`config.mk`:
```
export PLATFORM = sky130hd
export DESIGN_NAME = hanoi_engine_flat
export DESIGN_NICKNAME = d
export VERILOG_FILES = /design/src/rtl/hanoi_engine_if.sv /design/src/rtl/hanoi_engine.sv /design/src/flat_wrapper.sv
export SDC_FILE = /design/constraint.sdc
export NUM_CORES = 1
export LEC_CHECK = 0
export ABC_AREA = 1
export CORE_MARGIN = 2
export CORE_UTILIZATION = 35
export CTS_CLUSTER_SIZE = 12
export DETAILED_ROUTE_END_ITERATION = 8
export GPL_TIMING_DRIVEN = 0
export PLACE_DENSITY = 0.59
export SLEW_MARGIN = 20
export SYNTH_ARGS = -nofsm -noshare
export SYNTH_HDL_FRONTEND = slang
export SYNTH_SLANG_ARGS = --single-unit
```
`constraint.sdc`:
```
create_clock -name clk -period 4.3 [get_ports clk]
set_input_delay 0.43 -clock clk [delete_from_list [all_inputs] [get_ports clk]]
set_output_delay 0.43 -clock clk [all_outputs]
set_load 0.005 [all_outputs]
```
`src/rtl/hanoi_engine_if.sv`:
```
// Move-request and status bundle for the Tower-of-Hanoi engine.
// The engine takes the slave side; a driver or testbench takes the master side.
interface hanoi_engine_if #(
    parameter int N_DISKS = 4,
    parameter int CNT_W   = 16
);
    logic               mv_valid;
    logic               mv_ready;
    logic [1:0]         mv_from;
    logic [1:0]         mv_to;
    logic               auto_start;
    logic [N_DISKS-1:0] peg0;
    logic [N_DISKS-1:0] peg1;
    logic [N_DISKS-1:0] peg2;
    logic               mv_done;
    logic               mv_err;
    logic [1:0]         err_code;
    logic [CNT_W-1:0]   move_cnt;
    logic               busy;
    logic               solved;

    modport master (
        output mv_valid, mv_from, mv_to, auto_start,
        input  mv_ready, peg0, peg1, peg2, mv_done, mv_err, err_code,
               move_cnt, busy, solved
    );

    modport slave (
        input  mv_valid, mv_from, mv_to, auto_start,
        output mv_ready, peg0, peg1, peg2, mv_done, mv_err, err_code,
               move_cnt, busy, solved
    );
endinterface

```
`src/rtl/hanoi_engine.sv`:
```
// Tower-of-Hanoi engine: legality-checked manual moves plus an auto-solver
// that plays the optimal sequence one move per clock.
module hanoi_engine #(
    parameter int N_DISKS = 4,
    parameter int CNT_W   = 16
) (
    input  logic            clk,
    input  logic            rst,
    hanoi_engine_if.slave   io_bus
);

    typedef enum logic {IDLE, AUTO} state_t;

    localparam logic [N_DISKS-1:0] ALL_ONES = {N_DISKS{1'b1}};
    localparam bit                 ODD_N    = (N_DISKS % 2) == 1;

    state_t             r_state;
    logic [N_DISKS-1:0] r_pegs [3];
    logic [CNT_W-1:0]   r_cnt;
    logic               r_done;
    logic               r_err;
    logic [1:0]         r_errCode;
    logic               r_busy;
    logic               r_solved;
    logic               r_phase;

    logic [N_DISKS-1:0] w_pegView [4];
    logic [1:0]         w_zeroPeg;
    logic [1:0]         w_peerA;
    logic [1:0]         w_peerB;
    logic [N_DISKS-1:0] w_aTop;
    logic [N_DISKS-1:0] w_bTop;
    logic [1:0]         w_autoFrom;
    logic [1:0]         w_autoTo;
    logic [1:0]         w_from;
    logic [1:0]         w_to;
    logic [N_DISKS-1:0] w_src;
    logic [N_DISKS-1:0] w_dst;
    logic [N_DISKS-1:0] w_srcTop;
    logic [N_DISKS-1:0] w_dstTop;
    logic [1:0]         w_code;
    logic               w_legal;
    logic               w_apply;
    logic [N_DISKS-1:0] w_next [3];

    // Peg index 3 reads as an empty peg so out-of-range requests index safely.
    assign w_pegView[0] = r_pegs[0];
    assign w_pegView[1] = r_pegs[1];
    assign w_pegView[2] = r_pegs[2];
    assign w_pegView[3] = '0;

    always_comb begin
        w_zeroPeg = 2'd0;
        if (r_pegs[1][0])
            w_zeroPeg = 2'd1;
        else if (r_pegs[2][0])
            w_zeroPeg = 2'd2;

        case (w_zeroPeg)
            2'd0:    begin w_peerA = 2'd1; w_peerB = 2'd2; end
            2'd1:    begin w_peerA = 2'd0; w_peerB = 2'd2; end
            default: begin w_peerA = 2'd0; w_peerB = 2'd1; end
        endcase

        w_aTop = w_pegView[w_peerA] & (-w_pegView[w_peerA]);
        w_bTop = w_pegView[w_peerB] & (-w_pegView[w_peerB]);

        // Odd towers cycle disk 0 backwards so the stack finishes on peg 2.
        if (!r_phase) begin
            w_autoFrom = w_zeroPeg;
            if (ODD_N)
                w_autoTo = (w_zeroPeg == 2'd0) ? 2'd2 : (w_zeroPeg == 2'd2) ? 2'd1 : 2'd0;
            else
                w_autoTo = (w_zeroPeg == 2'd0) ? 2'd1 : (w_zeroPeg == 2'd1) ? 2'd2 : 2'd0;
        end else if (w_aTop == '0 || (w_bTop != '0 && w_bTop < w_aTop)) begin
            w_autoFrom = w_peerB;
            w_autoTo   = w_peerA;
        end else begin
            w_autoFrom = w_peerA;
            w_autoTo   = w_peerB;
        end
    end

    always_comb begin
        w_from   = (r_state == AUTO) ? w_autoFrom : io_bus.mv_from;
        w_to     = (r_state == AUTO) ? w_autoTo   : io_bus.mv_to;
        w_src    = w_pegView[w_from];
        w_dst    = w_pegView[w_to];
        w_srcTop = w_src & (-w_src);
        w_dstTop = w_dst & (-w_dst);

        // Comparing one-hot tops as numbers compares the disk indices.
        w_legal = 1'b0;
        w_code  = 2'd3;
        if (w_from == 2'd3 || w_to == 2'd3 || w_from == w_to)
            w_code = 2'd3;
        else if (w_src == '0)
            w_code = 2'd1;
        else if (w_dst != '0 && w_srcTop > w_dstTop)
            w_code = 2'd2;
        else begin
            w_code  = 2'd0;
            w_legal = 1'b1;
        end

        w_apply = (r_state == AUTO) ? w_legal
                : (!io_bus.auto_start && io_bus.mv_valid && w_legal);

        for (int p = 0; p < 3; p++) begin
            w_next[p] = r_pegs[p];
            if (2'(p) == w_from)
                w_next[p] = w_next[p] & ~w_srcTop;
            if (2'(p) == w_to)
                w_next[p] = w_next[p] | w_srcTop;
        end
    end

    always_ff @(posedge clk) begin
        if (rst) begin
            r_state   <= IDLE;
            r_pegs[0] <= ALL_ONES;
            r_pegs[1] <= '0;
            r_pegs[2] <= '0;
            r_cnt     <= '0;
            r_done    <= 1'b0;
            r_err     <= 1'b0;
            r_errCode <= 2'd0;
            r_busy    <= 1'b0;
            r_solved  <= 1'b0;
            r_phase   <= 1'b0;
        end else begin
            r_done <= 1'b0;
            r_err  <= 1'b0;
            if (w_apply) begin
                for (int p = 0; p < 3; p++)
                    r_pegs[p] <= w_next[p];
                r_done   <= 1'b1;
                r_solved <= (w_next[2] == ALL_ONES);
                if (r_cnt != '1)
                    r_cnt <= r_cnt + CNT_W'(1);
            end
            case (r_state)
                IDLE: begin
                    if (io_bus.auto_start) begin
                        if (r_pegs[0] == ALL_ONES) begin
                            r_state <= AUTO;
                            r_busy  <= 1'b1;
                            r_phase <= 1'b0;
                        end else begin
                            r_err     <= 1'b1;
                            r_errCode <= 2'd0;
                        end
                    end else if (io_bus.mv_valid && !w_legal) begin
                        r_err     <= 1'b1;
                        r_errCode <= w_code;
                    end
                end
                AUTO: begin
                    r_phase <= ~r_phase;
                    if (w_next[2] == ALL_ONES) begin
                        r_state <= IDLE;
                        r_busy  <= 1'b0;
                    end
                end
                default: r_state <= IDLE;
            endcase
        end
    end

    // Structural invariants of the puzzle; ignored by synthesis.
    always_ff @(posedge clk) begin
        if (!rst) begin
            assert ((r_pegs[0] & r_pegs[1]) == '0 && (r_pegs[0] & r_pegs[2]) == '0
                    && (r_pegs[1] & r_pegs[2]) == '0);
            assert ((r_pegs[0] | r_pegs[1] | r_pegs[2]) == ALL_ONES);
            assert (!(r_done && r_err));
            if (r_state == AUTO)
                assert (w_legal);
        end
    end

    assign io_bus.mv_ready = (r_state == IDLE) && !rst;
    assign io_bus.peg0     = r_pegs[0];
    assign io_bus.peg1     = r_pegs[1];
    assign io_bus.peg2     = r_pegs[2];
    assign io_bus.mv_done  = r_done;
    assign io_bus.mv_err   = r_err;
    assign io_bus.err_code = r_errCode;
    assign io_bus.move_cnt = r_cnt;
    assign io_bus.busy     = r_busy;
    assign io_bus.solved   = r_solved;

endmodule

```
`src/flat_wrapper.sv`:
```
// flat-port wrapper written by rule: the top's interface ports become plain ports
module hanoi_engine_flat 
#(
    parameter int N_DISKS = 4,
    parameter int CNT_W   = 16
)
  (clk, rst, io_bus_mv_valid, io_bus_mv_from, io_bus_mv_to, io_bus_auto_start, io_bus_mv_ready, io_bus_peg0, io_bus_peg1, io_bus_peg2, io_bus_mv_done, io_bus_mv_err, io_bus_err_code, io_bus_move_cnt, io_bus_busy, io_bus_solved);
  hanoi_engine_if #(.N_DISKS(N_DISKS), .CNT_W(CNT_W)) io_bus_i ();
  input  logic clk;
  input  logic rst;
  input wire logic [$bits(io_bus_i.mv_valid)-1:0] io_bus_mv_valid;
  input wire logic [$bits(io_bus_i.mv_from)-1:0] io_bus_mv_from;
  input wire logic [$bits(io_bus_i.mv_to)-1:0] io_bus_mv_to;
  input wire logic [$bits(io_bus_i.auto_start)-1:0] io_bus_auto_start;
  output wire logic [$bits(io_bus_i.mv_ready)-1:0] io_bus_mv_ready;
  output wire logic [$bits(io_bus_i.peg0)-1:0] io_bus_peg0;
  output wire logic [$bits(io_bus_i.peg1)-1:0] io_bus_peg1;
  output wire logic [$bits(io_bus_i.peg2)-1:0] io_bus_peg2;
  output wire logic [$bits(io_bus_i.mv_done)-1:0] io_bus_mv_done;
  output wire logic [$bits(io_bus_i.mv_err)-1:0] io_bus_mv_err;
  output wire logic [$bits(io_bus_i.err_code)-1:0] io_bus_err_code;
  output wire logic [$bits(io_bus_i.move_cnt)-1:0] io_bus_move_cnt;
  output wire logic [$bits(io_bus_i.busy)-1:0] io_bus_busy;
  output wire logic [$bits(io_bus_i.solved)-1:0] io_bus_solved;
  assign io_bus_i.mv_valid = io_bus_mv_valid;
  assign io_bus_i.mv_from = io_bus_mv_from;
  assign io_bus_i.mv_to = io_bus_mv_to;
  assign io_bus_i.auto_start = io_bus_auto_start;
  assign io_bus_mv_ready = io_bus_i.mv_ready;
  assign io_bus_peg0 = io_bus_i.peg0;
  assign io_bus_peg1 = io_bus_i.peg1;
  assign io_bus_peg2 = io_bus_i.peg2;
  assign io_bus_mv_done = io_bus_i.mv_done;
  assign io_bus_mv_err = io_bus_i.mv_err;
  assign io_bus_err_code = io_bus_i.err_code;
  assign io_bus_move_cnt = io_bus_i.move_cnt;
  assign io_bus_busy = io_bus_i.busy;
  assign io_bus_solved = io_bus_i.solved;
  hanoi_engine #(.N_DISKS(N_DISKS), .CNT_W(CNT_W)) u_core (.clk(clk), .rst(rst), .io_bus(io_bus_i));
endmodule
```
## Word level (Yosys, flattened, before mapping)

Memory sizes are Yosys's and may differ from the RTL's.
Cells that the tools add are included.

- Muxes and demuxes: 62
- Div/mod/pow operators: 0
- Multipliers: 0
- Add/sub/neg operators: 5
- Bitwise logic cells: 20
- Shift-type cells: 0
- Magnitude comparators: 6
- Eq/ne operators: 15
- Reductions and logical operators: 26

Operator list:

| kind | count |
|---|---|
| $mux W4 | 17 |
| $mux W2 | 17 |
| $bmux W4 S2 | 4 |
| $and A4 B4 Y4 | 7 |
| $mux W1 | 21 |
| $add A16 B1 Y16 const B | 1 |
| $ne A16 B16 Y1 const B | 1 |
| $neg A4 Y4 | 4 |
| $ge A3 B3 Y1 const B | 4 |
| $or A4 B4 Y4 | 3 |
| $not A2 Y3 | 3 |
| $eq A4 B4 Y1 const B | 2 |
| $logic_not A4 Y1 | 2 |
| $reduce_bool A4 Y1 | 2 |
| $logic_and A1 B1 Y1 | 6 |
| $logic_not A2 Y1 | 3 |
| $ne A2 B2 Y1 const B | 3 |
| $pmux W1 S2 | 3 |
| $reduce_and A3 Y1 | 2 |
| $eq A1 B2 Y1 const A | 2 |
| $eq A2 B2 Y1 const A | 2 |
| $eq A2 B2 Y1 const B | 2 |
| $gt A4 B4 Y1 | 1 |
| $lt A4 B4 Y1 | 1 |
| other kinds (12) | 21 |

- Input bits: 8
- Register bits: 24
- Latch bits: 0
- Logic and storage cells: 143
- Memory bits (writable): 12
- Memories kept: 1
- Output and inout port bits: 35
- Memory bits (read-only): 0

Memory list:

| name | words | width | rd ports | clocked after memory_dff | wr ports | line | RTL |
|---|---|---|---|---|---|---|---|
| u_core.r_pegs | 3 | 4 | 3 | 0 | 3 | hanoi_engine.sv:18 | `logic [N_DISKS-1:0] r_pegs [3];` |

## Longest topological paths before layout

An unclocked memory read counts as a cell.

- Depth in word-level cells: 35
- Gate-level depth with buffers: 36
- Depth with buffers taken out: 35

## Worst setup path before layout

No wires, ideal clock.

- Kind: register -> register
- Start point: memory u_core.r_pegs[2][0] (netlist: u_core.r_pegs[0][8])
- End point: memory u_core.r_pegs[0][0], enable pin
- Cell stages (with the launch flop): 28
- Setup slack: -0.129 ns
- Period minus slack after synthesis: 4.429 ns
- Required time: 3.950 ns
- Arrival time: 4.079 ns
- Cells stage by stage: edfxtp_1 buf_6 nor2_2 nand2_1 o21ai_2 nand2_2 nor2_4 nand2_1 ha_1 a21oi_1 nand3_2 nand2_2 nand2_4 a21boi_4 nor2_4 nand2_2 nand3_2 nor2_4 nand2_1 nor2_4 ha_1 nand2_1 nor2_1 a211oi_1 a21oi_1 a21oi_4 nand2_1 nand2_1

RTL lines:

| item | line |
|---|---|
| start, declared | hanoi_engine.sv:18 |

==> results.md <==
* ANT nets after route at 0
* Layout area overhead at 45.56%
* Crit Path Category: reg -> reg
* Syn_area_per_cell at 7.023 µm²
* Synth Flop Type: dfxtp_1
* Vias at 3070
* Worst Hold Class: reg -> reg
* Die height at 93.03 µm
* Slew Viols, Final at 0
* 1st-iter DRT viols at 213
* Nets at 498
* Port Buf Inserts at 41
* CTS tree: done
* Total congestion overflow at 0
* Top cell by count, worst path: nor2_4
* WL/cell at 14.73 µm
* Pwr per Cell Area at 406.1 mW/mm²
* Commonest non-fill, non-tap cell in the layout: nand2_1
* Worst-path clk slew at 0.08 ns
* Post-route setup slack at 0.01445 ns
* Min cycle time layout at 4.286 ns
* Share of cells above drive strength 1 at 29.40%
* Post-CTS Hold Fix Bufs at 0
* Critical Path Start: u_core.r_pegs[0][8]
* Final worst path period share at 99.66%
* Critical Path End Type: flip-flop
* Most frequent cells in the layout: nand2_1 (73), clkdlybuf4s50_1 (41), nand3_1 (36)
* # IOs at 43
* CTS H-tree lvls at 2
* Drt total wl at 8618 µm
* Vias/cell at 5.248
* Status: finished clean
* Min Hold Slack at 0.4948 ns
* Sinks on Clock Net at 36
* Seq/Total Area, Yosys at 30.31%
* Fmax at 0.2333 GHz
* RR Startpoint: u_core.r_pegs[0][8]
* Cell count after synthesis at 395
* Flops & latches, synth at 36
* Global-route wire length before repair at 13680 µm
* Final Util at 52.52%
* Gr usage total at 19.72%
* N_diodes at 0
* Initial Util at 36.08%
* Synthesized Nets at 411
* EDFF count, synth at 12
* CTS Buf Count at 5
* Actual slew at the worst max-slew pin at 0.6463 ns
* Hold Path Origin: u_core.io_bus.err_code[1]
* Lkg Pwr at 0.001645 µW
* Clk root buf: clkbuf_8
* Netlist Area Pre-Place at 0.002774 mm²
* Yosys warnings at 0
* GPL Wtd Cong at 0.9359
* Drt drc at 0
* Synth cell types at 39
* DRT Pass-1 Iters at 5
* Final setup viols at 0
* Worst path max stage delay at 0.40 ns
* Vias in the first global route at 2848
* Largest net degree at the start of global routing at 13
* Startpoint types: flip-flop
* Detailed Place HPWL at 5756 µm
* CORE AREA at 0.007687 mm²
* Unrepaired setup endpoints after global routing: true
* VDD IR max at 0.1534 mV
* Final hold vios at 0
* Critical-path top delay cell: edfxtp_1
* Clock latency at the later pin of the worst-skew pair at 0.29 ns
* Initial antenna violation count at 0
* Worst slack at placement at -0.7179 ns
* Crit path arrival time at 4.34 ns
* Skew final at 0.006526 ns
* Clock tree buffer depth at 2
* Die W at 93.03 µm
* Cell Rows at 32
* Max Cap Viol at 0
* Die area at 0.008654 mm²
* Post-synth ARST share at 0%
* Crit-path max FO at 6
* Worst slew margin at 56.82%
* WP data required at 4.35 ns
-- Yosys cell counts, drive strengths merged (7+ instances only) --
cell | count | share of area, %
dfxtp | 24 | 17
nand4 | 21 | 4.7
xnor2 | 7 | 2.2
nor2 | 44 | 7.2
xor2 | 8 | 2.5
a21oi | 32 | 6.2
inv | 35 | 4.7
edfxtp | 12 | 13
o21ai | 13 | 2.5
ha | 8 | 3.6
nand2 | 108 | 17
nand3 | 52 | 11
buf | 7 | 1.9
-- final timing paths --
kind	slack [ns]	cells past startpoint	end
setup / recovery	0.01	29	u_core.r_pegs[0][2]
hold / removal	0.49	2	u_core.io_bus.err_code[1]
setup reg to reg	0.01	29	u_core.r_pegs[0][2]
hold reg to reg	0.49	2	u_core.io_bus.err_code[1]
-- cells by family (layout without fill, tap and decap cells) --
logic type	Yosys count	after routing	share of synthesized area (%)
xor gates and xnor gates	15	15	4.736
AOI/OAI and AO/OA	53	53	11.14
DFF	36	36	30.31
adders and majority gates	8	8	3.609
buffers and inverters	47	135	7.307
and+or+nand+nor	236	236	42.90
-- critical path, delay by kind of cell, from the launching register on --
family,cells,cell delay (ns)
and+or+nand+nor,16,1.66
AOI/OAI and AO/OA,8,1.11
DFF,1,0.40
buffers and inverters,3,0.38
adders and majority gates,2,0.49
-- per-stage QoR --
step / TNS (ns) / cells / power [µW] / instance area, µm²
after floorplan: 0 / 395 / 860.1 / 2781
after global placement: -21.89 / 538 / 1013 / 3319
after detailed placement: -24.99 / 538 / 1022 / 3319
after CTS: 0 / 573 / 1481 / 3772
after global routing: -8.519 / 585 / 1737 / 4038
final: 0 / 585 / 1640 / 4038
-- layout make-up --
| cell class | count | area [µm²] |
|---|---|---|
| Buffer | 9 | 63.81 |
| Clock buffer | 8 | 100.1 |
| Inverter | 38 | 147.6 |
| Sequential cell | 36 | 840.8 |
| Multi-Input combinational cell | 312 | 2014 |
| Fill cell | 758 | 3650 |
| Tap cell | 102 | 127.6 |
| Timing Repair Buffer | 80 | 743.2 |
-- state kept, by name (all words and copies together), names as in the netlist --
name / count
u_core.r_pegs: 12
u_core.r_phase: 1
u_core.r_state: 1
u_core.io_bus.busy: 1
u_core.io_bus.mv_err: 1
u_core.io_bus.solved: 1
u_core.io_bus.move_cnt: 16
u_core.io_bus.mv_done: 1
u_core.io_bus.err_code: 2
-- power by group --
part / internal (µW) / switching, µW / leakage (µW)
Clock: 147 / 130 / 0.0000515
Combinational: 422 / 526 / 0.00129
Sequential: 381 / 34.4 / 0.000306
-- routing by layer --
metal  up-vias  GRT usage, %  wire, µm
li1       1514             -         -
met1      1457         26.32      3866
met2        88         33.03      4218
met3        11         3.223       422
met4         0         5.392       110
met5         -             0         0
-- what timing repair did --
item,in CTS,in global routing
gates cloned,1,0
setup buffers,26,12
setup endpoints to repair,45,45
pin swaps,20,35
resized for setup,31,42
No activity file was read; power rests on OpenSTA's default activity.
==> edit 1, RTL diff (same settings) <==
Reset style: asynchronous (`rst`), changed in one clocked block.
--- a/src/rtl/hanoi_engine.sv
+++ b/src/rtl/hanoi_engine.sv
@@ -116,5 +116,5 @@
     end
 
-    always_ff @(posedge clk) begin
+    always_ff @(posedge clk or posedge rst) begin
         if (rst) begin
             r_state   <= IDLE;
Formal check against the unedited RTL: differs if rst is asserted again (counterexample within 4 cycles, from zero or initial values and one cycle with rst high); with rst held inactive, the same outputs for 4 cycles.
==> edit 1 against the original RTL <==
- power is 2.8% higher
- clock power rose by 11%
- sequential share of layout area up 0.21 points
- largest cell class unchanged
- non-clock buffer count grew 2
- sequential cell count unchanged
- largest power group unchanged
- routed wire length grew 3.0%
- design area increased by 6.8%
- synthesized area grew 2.5%
- via count is 1.8% higher
- worst setup slack improved by 0.077 ns
==> edit 1: results (changes against the original RTL) <==
Place
  – Setup Slack @ Placement: -0.463 ns (was -0.718 ns)
  – HPWL after DPL: 5970 microns (was 5760 microns)
  – RD Place Congestion: 0.885 (was 0.936)
  – Placed cells: 558 (was 538)
  – Port-buffer cells: 42 (was 41)
  – Placed cell areas: 0.00342 sq mm (was 0.00332 sq mm)

Drt
  – Vias: 3,124 (was 3,070)
  – DR WL/cell: 14.6 microns (was 14.7 microns)
  – 1st-iter DRT viols: 195 (was 213)
  – TritonRoute pass-1 iters: 4 (was 5)
  – Final wirelength: 8870 microns (was 8620 microns)

GRT
  – Total Routing Usage GR: 19.6% (was 19.7%)
  – Vias in the first global route: 2,878 (was 2,848)
  – First-pass GRT wire length: 13,600 microns (was 13,700 microns)
  – Largest net degree at the start of global routing: 22 (was 13)

Power and ir drop
  – Worst ir drop on vdd: 0.187 mV (was 0.153 mV)
  – Internal power: 987 uW (was 950 uW)
  – Leakage: 0.00196 uW (was 0.00165 uW)

Synth
  – Sequential share of the synthesized area: 31.9% (was 30.3%)
  – Post-Synthesis Cells: 413 (was 395)
  – Synth top area cells: dfrtp_1 28%, nand2_1 17%, nand3_1 9.7% (was dfxtp_1 17%, edfxtp_1 13%, nand2_1 13%)
  – Mapped Nets: 429 (was 411)
  – Synth async-reset ratio: 100% (was 0%)
  – Synth cell types: 37 (was 39)

Critical path
  – Data arrival, critical path: 4.40 ns (was 4.34 ns)
  – FF-to-FF Start: u_core.io_bus.peg2[0] (was u_core.r_pegs[0][8])
  – Slowest stage cell, crit path: dfrtp_2 (was edfxtp_1)
  – Max stage delay on crit path: 0.49 ns (was 0.40 ns)
  – Reg2Reg Depth: 33 (was 29)
  – Reg2reg end: u_core.io_bus.move_cnt[4] (was u_core.r_pegs[0][2])
  – Worst R2R Setup Slack: 0.09 ns (was 0.01 ns)

Timing
  – Post-Route Skew: 0.00712 ns (was 0.00653 ns)
  – Headroom to the max-slew limit: 36.9% (was 56.8%)

Finish
  – Layout cells sized above 1: 31.7% (was 29.4%)
  – Post-layout nets: 520 (was 498)

Worst hold path
  – Hold WC Path Type: input pin to asynchronous set/reset pin (was flop to flop)

Outcome
  – Outcome: completed (unchanged)
[edit 1: how the worst max path moves through the flow]
stage          depth (start not counted)                          to                  start  slack, ns
2_1_floorplan                         35   u_core.io_bus.move_cnt[8]                   flop       0.25
3_3_place_gp                          35  u_core.io_bus.move_cnt[10]                   flop      -0.31
3_5_place_dp                          35   u_core.io_bus.move_cnt[8]                   flop      -0.46
4_1_cts                               35  u_core.io_bus.move_cnt[13]                   flop      0.004
5_1_grt                               35   u_core.io_bus.move_cnt[8]                   flop      -0.18
6_report                              33   u_core.io_bus.move_cnt[4]  u_core.io_bus.peg2[0]       0.09
[edit 1: timing repair]
action	4_1_cts	5_1_grt
pin swaps	24	41
resized for setup	34	79
setup buffers	26	12
gates cloned	1	2
setup endpoints to repair	33	33
[edit 1: critical path: cells and delay by family (launching register included)]
kind	cells	cell delay, ns
adders and majority gates	2	0.51
and+or+nand+nor	21	1.88
DFF	1	0.49
AOI/OAI and AO/OA	3	0.41
buffers and inverters	7	0.81
[edit 1: through the flow]
stage	power (uW)	hold slack (ns)
2_1_floorplan	785	0.465
3_3_place_gp	949	0.458
3_5_place_dp	963	0.461
4_1_cts	1410	0.480
5_1_grt	1790	0.501
6_report	1690	0.468
[edit 1: layer usage]
metal / global-route usage (%) / up-vias / part of all wire, %
met5: 0 / - / 0
met4: 6.28 / 0 / 1.6
met3: 3.21 / 12 / 5.2
met2: 31.1 / 81 / 47
met1: 27.2 / 1492 / 47
li1: - / 1539 / -
[edit 1: cell families (layout without fill, tap and decap cells)]
family / after synthesis / count (layout) / synth area share, %
xor+xnor: 14 / 14 / 4.58
simple gates: 254 / 254 / 43.5
buf+inv: 59 / 151 / 8.75
fa+ha+maj: 8 / 8 / 3.52
compound gates: 42 / 42 / 7.83
flops: 36 / 36 / 31.9
[edit 1: cell type report]
cell class | instances | area [sq um]
Fill cell | 755 | 3490
Multi-Input combinational cell | 318 | 2100
Sequential cell | 36 | 907
Timing Repair Buffer | 84 | 795
Inverter | 52 | 208
Tap cell | 102 | 128
Clock buffer | 6 | 72.6
Buffer | 7 | 63.8
Clock inverter | 2 | 35.0
[edit 1: power groups by stage]
| stage | Sequential, uW | Clock [uW] | Combinational (uW) |
|---|---|---|---|
| after global routing | 445 | 329 | 1010 |
| after detailed placement | 441 | 0 | 522 |
| after global placement | 441 | 0 | 508 |
| after floorplan | 424 | 0 | 361 |
| after CTS | 438 | 311 | 664 |
| final | 441 | 307 | 939 |
==> edit 2, RTL diff (same settings) <==
Without the edit above. `CNT_W` is set to 16 in 3 places; all go to 32.
--- a/src/rtl/hanoi_engine_if.sv
+++ b/src/rtl/hanoi_engine_if.sv
@@ -3,5 +3,5 @@
 interface hanoi_engine_if #(
     parameter int N_DISKS = 4,
-    parameter int CNT_W   = 16
+    parameter int CNT_W   = 32
 );
     logic               mv_valid;
--- a/src/rtl/hanoi_engine.sv
+++ b/src/rtl/hanoi_engine.sv
@@ -3,5 +3,5 @@
 module hanoi_engine #(
     parameter int N_DISKS = 4,
-    parameter int CNT_W   = 16
+    parameter int CNT_W   = 32
 ) (
     input  logic            clk,
--- a/src/flat_wrapper.sv
+++ b/src/flat_wrapper.sv
@@ -3,5 +3,5 @@
 #(
     parameter int N_DISKS = 4,
-    parameter int CNT_W   = 16
+    parameter int CNT_W   = 32
 )
   (clk, rst, io_bus_mv_valid, io_bus_mv_from, io_bus_mv_to, io_bus_auto_start, io_bus_mv_ready, io_bus_peg0, io_bus_peg1, io_bus_peg2, io_bus_mv_done, io_bus_mv_err, io_bus_err_code, io_bus_move_cnt, io_bus_busy, io_bus_solved);
Interface: changed (resized io_bus_move_cnt); port bits go from 43 to 59. The function was not compared with the original's and may differ.
==> edit 2 against the original RTL <==
- design area is 37% higher
- power increased by 16%
- synthesized area is 41% higher
- worst setup slack got worse by 0.00091 ns
- fmax about the same
- routed wire length grew 47%
- sequential power increased by 37%
- sequential cell count rose by 16
- combinational power increased by 4.5%
==> edit 2: results (changes against the original RTL) <==
Outcome
  – Outcome: completed (unchanged)

Finish
  – Max reg flops: 32 (was 16)
  – Ant diodes: 0 (unchanged)
  – Layout cells sized above 1: 31.1% (was 29.4%)
  – Post-layout nets: 672 (was 498)
  – Number of fillers in the final layout: 1,067 (was 758)

Critical path
  – Kind of cell adding the most delay to the critical path: simple AND/OR/NAND/NOR gates (unchanged)
  – Setup crit end: u_core.io_bus.move_cnt[5] (was u_core.r_pegs[0][2])
  – Reg2Reg Depth: 33 (was 29)
  – Slowest stage cell, crit path: edfxtp_1 (unchanged)
  – Setup crit start: u_core.r_pegs[0][4] (was u_core.r_pegs[0][8])
  – Reg2reg end: u_core.io_bus.move_cnt[5] (was u_core.r_pegs[0][2])
  – Worst R2R Setup Slack: 0.01 ns
  – Data arrival, critical path: 4.52 ns (was 4.34 ns)
  – Crit Path Max Fanout: 8 (was 6)
  – Max stage delay on crit path: 0.49 ns (was 0.40 ns)

GRT
  – First-pass GRT wire length: 20,000 microns (was 13,700 microns)
  – Total Routing Usage GR: 21.3% (was 19.7%)
  – Largest net degree at the start of global routing: 17 (was 13)
  – Vias in the first global route: 3,868 (was 2,848)

Timing
  – Headroom to the max-slew limit: 49.6% (was 56.8%)
  – Post-Route Skew: 0.0151 ns (was 0.00653 ns)
  – Final min period: 4.29 ns (about the same)

Synth
  – Post-synth top cells: 143 x nand2_1, 52 x nor2_1, 45 x inv_1 (was 93 x nand2_1, 42 x nand3_1, 38 x nor2_1)
  – Sequential share of the synthesized area: 29.7% (was 30.3%)
  – Syn_area_per_cell: 7.05 sq um (was 7.02 sq um)
  – Ys flop type: dfxtp_1 (unchanged)
  – Mapped Nets: 571 (was 411)
  – Post-synth EDFFs: 12 (unchanged)
  – Synth cell types: 42 (was 39)
  – Synth top area cells: dfxtp_1 20%, nand2_1 14%, edfxtp_1 9.2% (was dfxtp_1 17%, edfxtp_1 13%, nand2_1 13%)

Place
  – Setup Slack @ Placement: -0.770 ns (was -0.718 ns)
  – Placed cells: 752 (was 538)
  – Placed cell areas: 0.00466 sq mm (was 0.00332 sq mm)
  – HPWL after DPL: 9120 microns (was 5760 microns)
  – Port-buffer cells: 57 (was 41)
  – RD Place Congestion: 0.897 (was 0.936)

Clock network
  – Num CTS Buffers: 5 (unchanged)
  – Clk_lat worst skew: 0.31 ns (was 0.29 ns)
  – Clock Pin Slew Worst Setup and Hold Paths: 0.10 ns (was 0.08 ns)
  – Max Buffers Root-to-Sink: 2 (unchanged)
  – Clock Tree Root: clkbuf_8 (unchanged)

Drt
  – DR WL/cell: 15.9 microns (was 14.7 microns)
  – Final wirelength: 12,700 microns (was 8620 microns)
  – Vias: 4,126 (was 3,070)
  – 1st-iter DRT viols: 331 (was 213)
  – TritonRoute pass-1 iters: 6 (was 5)

Power and ir drop
  – Leakage: 0.00209 uW (was 0.00165 uW)
  – Worst ir drop on vdd: 0.198 mV (was 0.153 mV)
  – Net switching power: 778 uW (was 690 uW)

Worst hold path
  – Hold WC Path Type: flop to flop (unchanged)
  – Worst hold path stage count: 2 (unchanged)
  – Hold path start: u_core.io_bus.err_code[1] (unchanged)
edit 2: layout make-up:
| cell class | count | share of cell area, % |
|---|---|---|
| tap | 140 | 3.17 |
| inverter | 54 | 4.16 |
| sequential | 52 | 21.0 |
| clock buffer | 5 | 1.24 |
| multi-input combinational | 438 | 51.3 |
| timing repair buffer | 92 | 16.4 |
| buffer | 13 | 2.04 |
| clock inverter | 3 | 0.769 |
edit 2: power groups by stage:
stage / registers, uW / clock network, uW / logic (uW)
floorplan: 566 / 0 / 476
global placement: 580 / 0 / 630
detailed placement: 581 / 0 / 640
CTS: 567 / 355 / 799
global route: 574 / 372 / 1080
finish: 571 / 346 / 991
edit 2: metal layers:
layer	vias up	GRT usage [%]	routed length, microns
met3	21	3.44	808
met4	0	3.89	160
met5	-	0	0
met2	147	32.6	5650
li1	2036	-	-
met1	1922	31.5	6070
edit 2: through the flow:
stage                     setup TNS (ns)  util, %  hold slack [ns]  total power [uW]
after global routing              -12.21     50.8            0.523              2020
after detailed placement          -28.40     42.8            0.469              1220
after floorplan                        0        -            0.463              1040
after global placement            -25.97     42.8            0.466              1210
final                                  0     50.8            0.477              1910
after CTS                        -0.0223     47.1            0.484              1720
edit 2: how the worst min path moves through the flow:
| stage | to | slack [ns] |
|---|---|---|
| 6_report | u_core.io_bus.err_code[1] | 0.48 |
| 3_3_place_gp | u_core.io_bus.err_code[1] | 0.47 |
| 2_1_floorplan | u_core.io_bus.err_code[1] | 0.46 |
| 3_5_place_dp | u_core.io_bus.err_code[1] | 0.47 |
| 4_1_cts | u_core.io_bus.err_code[1] | 0.48 |
| 5_1_grt | u_core.io_bus.err_code[1] | 0.52 |
edit 2: cells by family (layout without fill, tap and decap cells):
kind of cell             Yosys count  in the layout  share of synthesized area (%)
XOR/XNOR                          31             31                           6.94
AND/OR/NAND/NOR                  323            325                           39.9
flip-flops                        52             52                           29.7
buffers and inverters             67            167                           7.64
AO/OA/AOI/OAI                     74             74                           13.3
adder cells (fa/ha/maj)            8              8                           2.56
edit 2: repair_timing:
action | 4_1_cts | 5_1_grt
endpoints found under the setup margin | 61 | 61
buffers inserted | 22 | 10
pin swaps | 16 | 33
gates cloned | 2 | 3
resized for setup | 42 | 65
edit 2: worst register-to-register path: cells and delay by family (launching register included):
family / cells / cell delay [ns]
and+or+nand+nor: 18 / 1.61
buffers and inverters: 7 / 0.88
DFF: 1 / 0.49
AOI/OAI and AO/OA: 6 / 0.77
adders and majority gates: 2 / 0.46
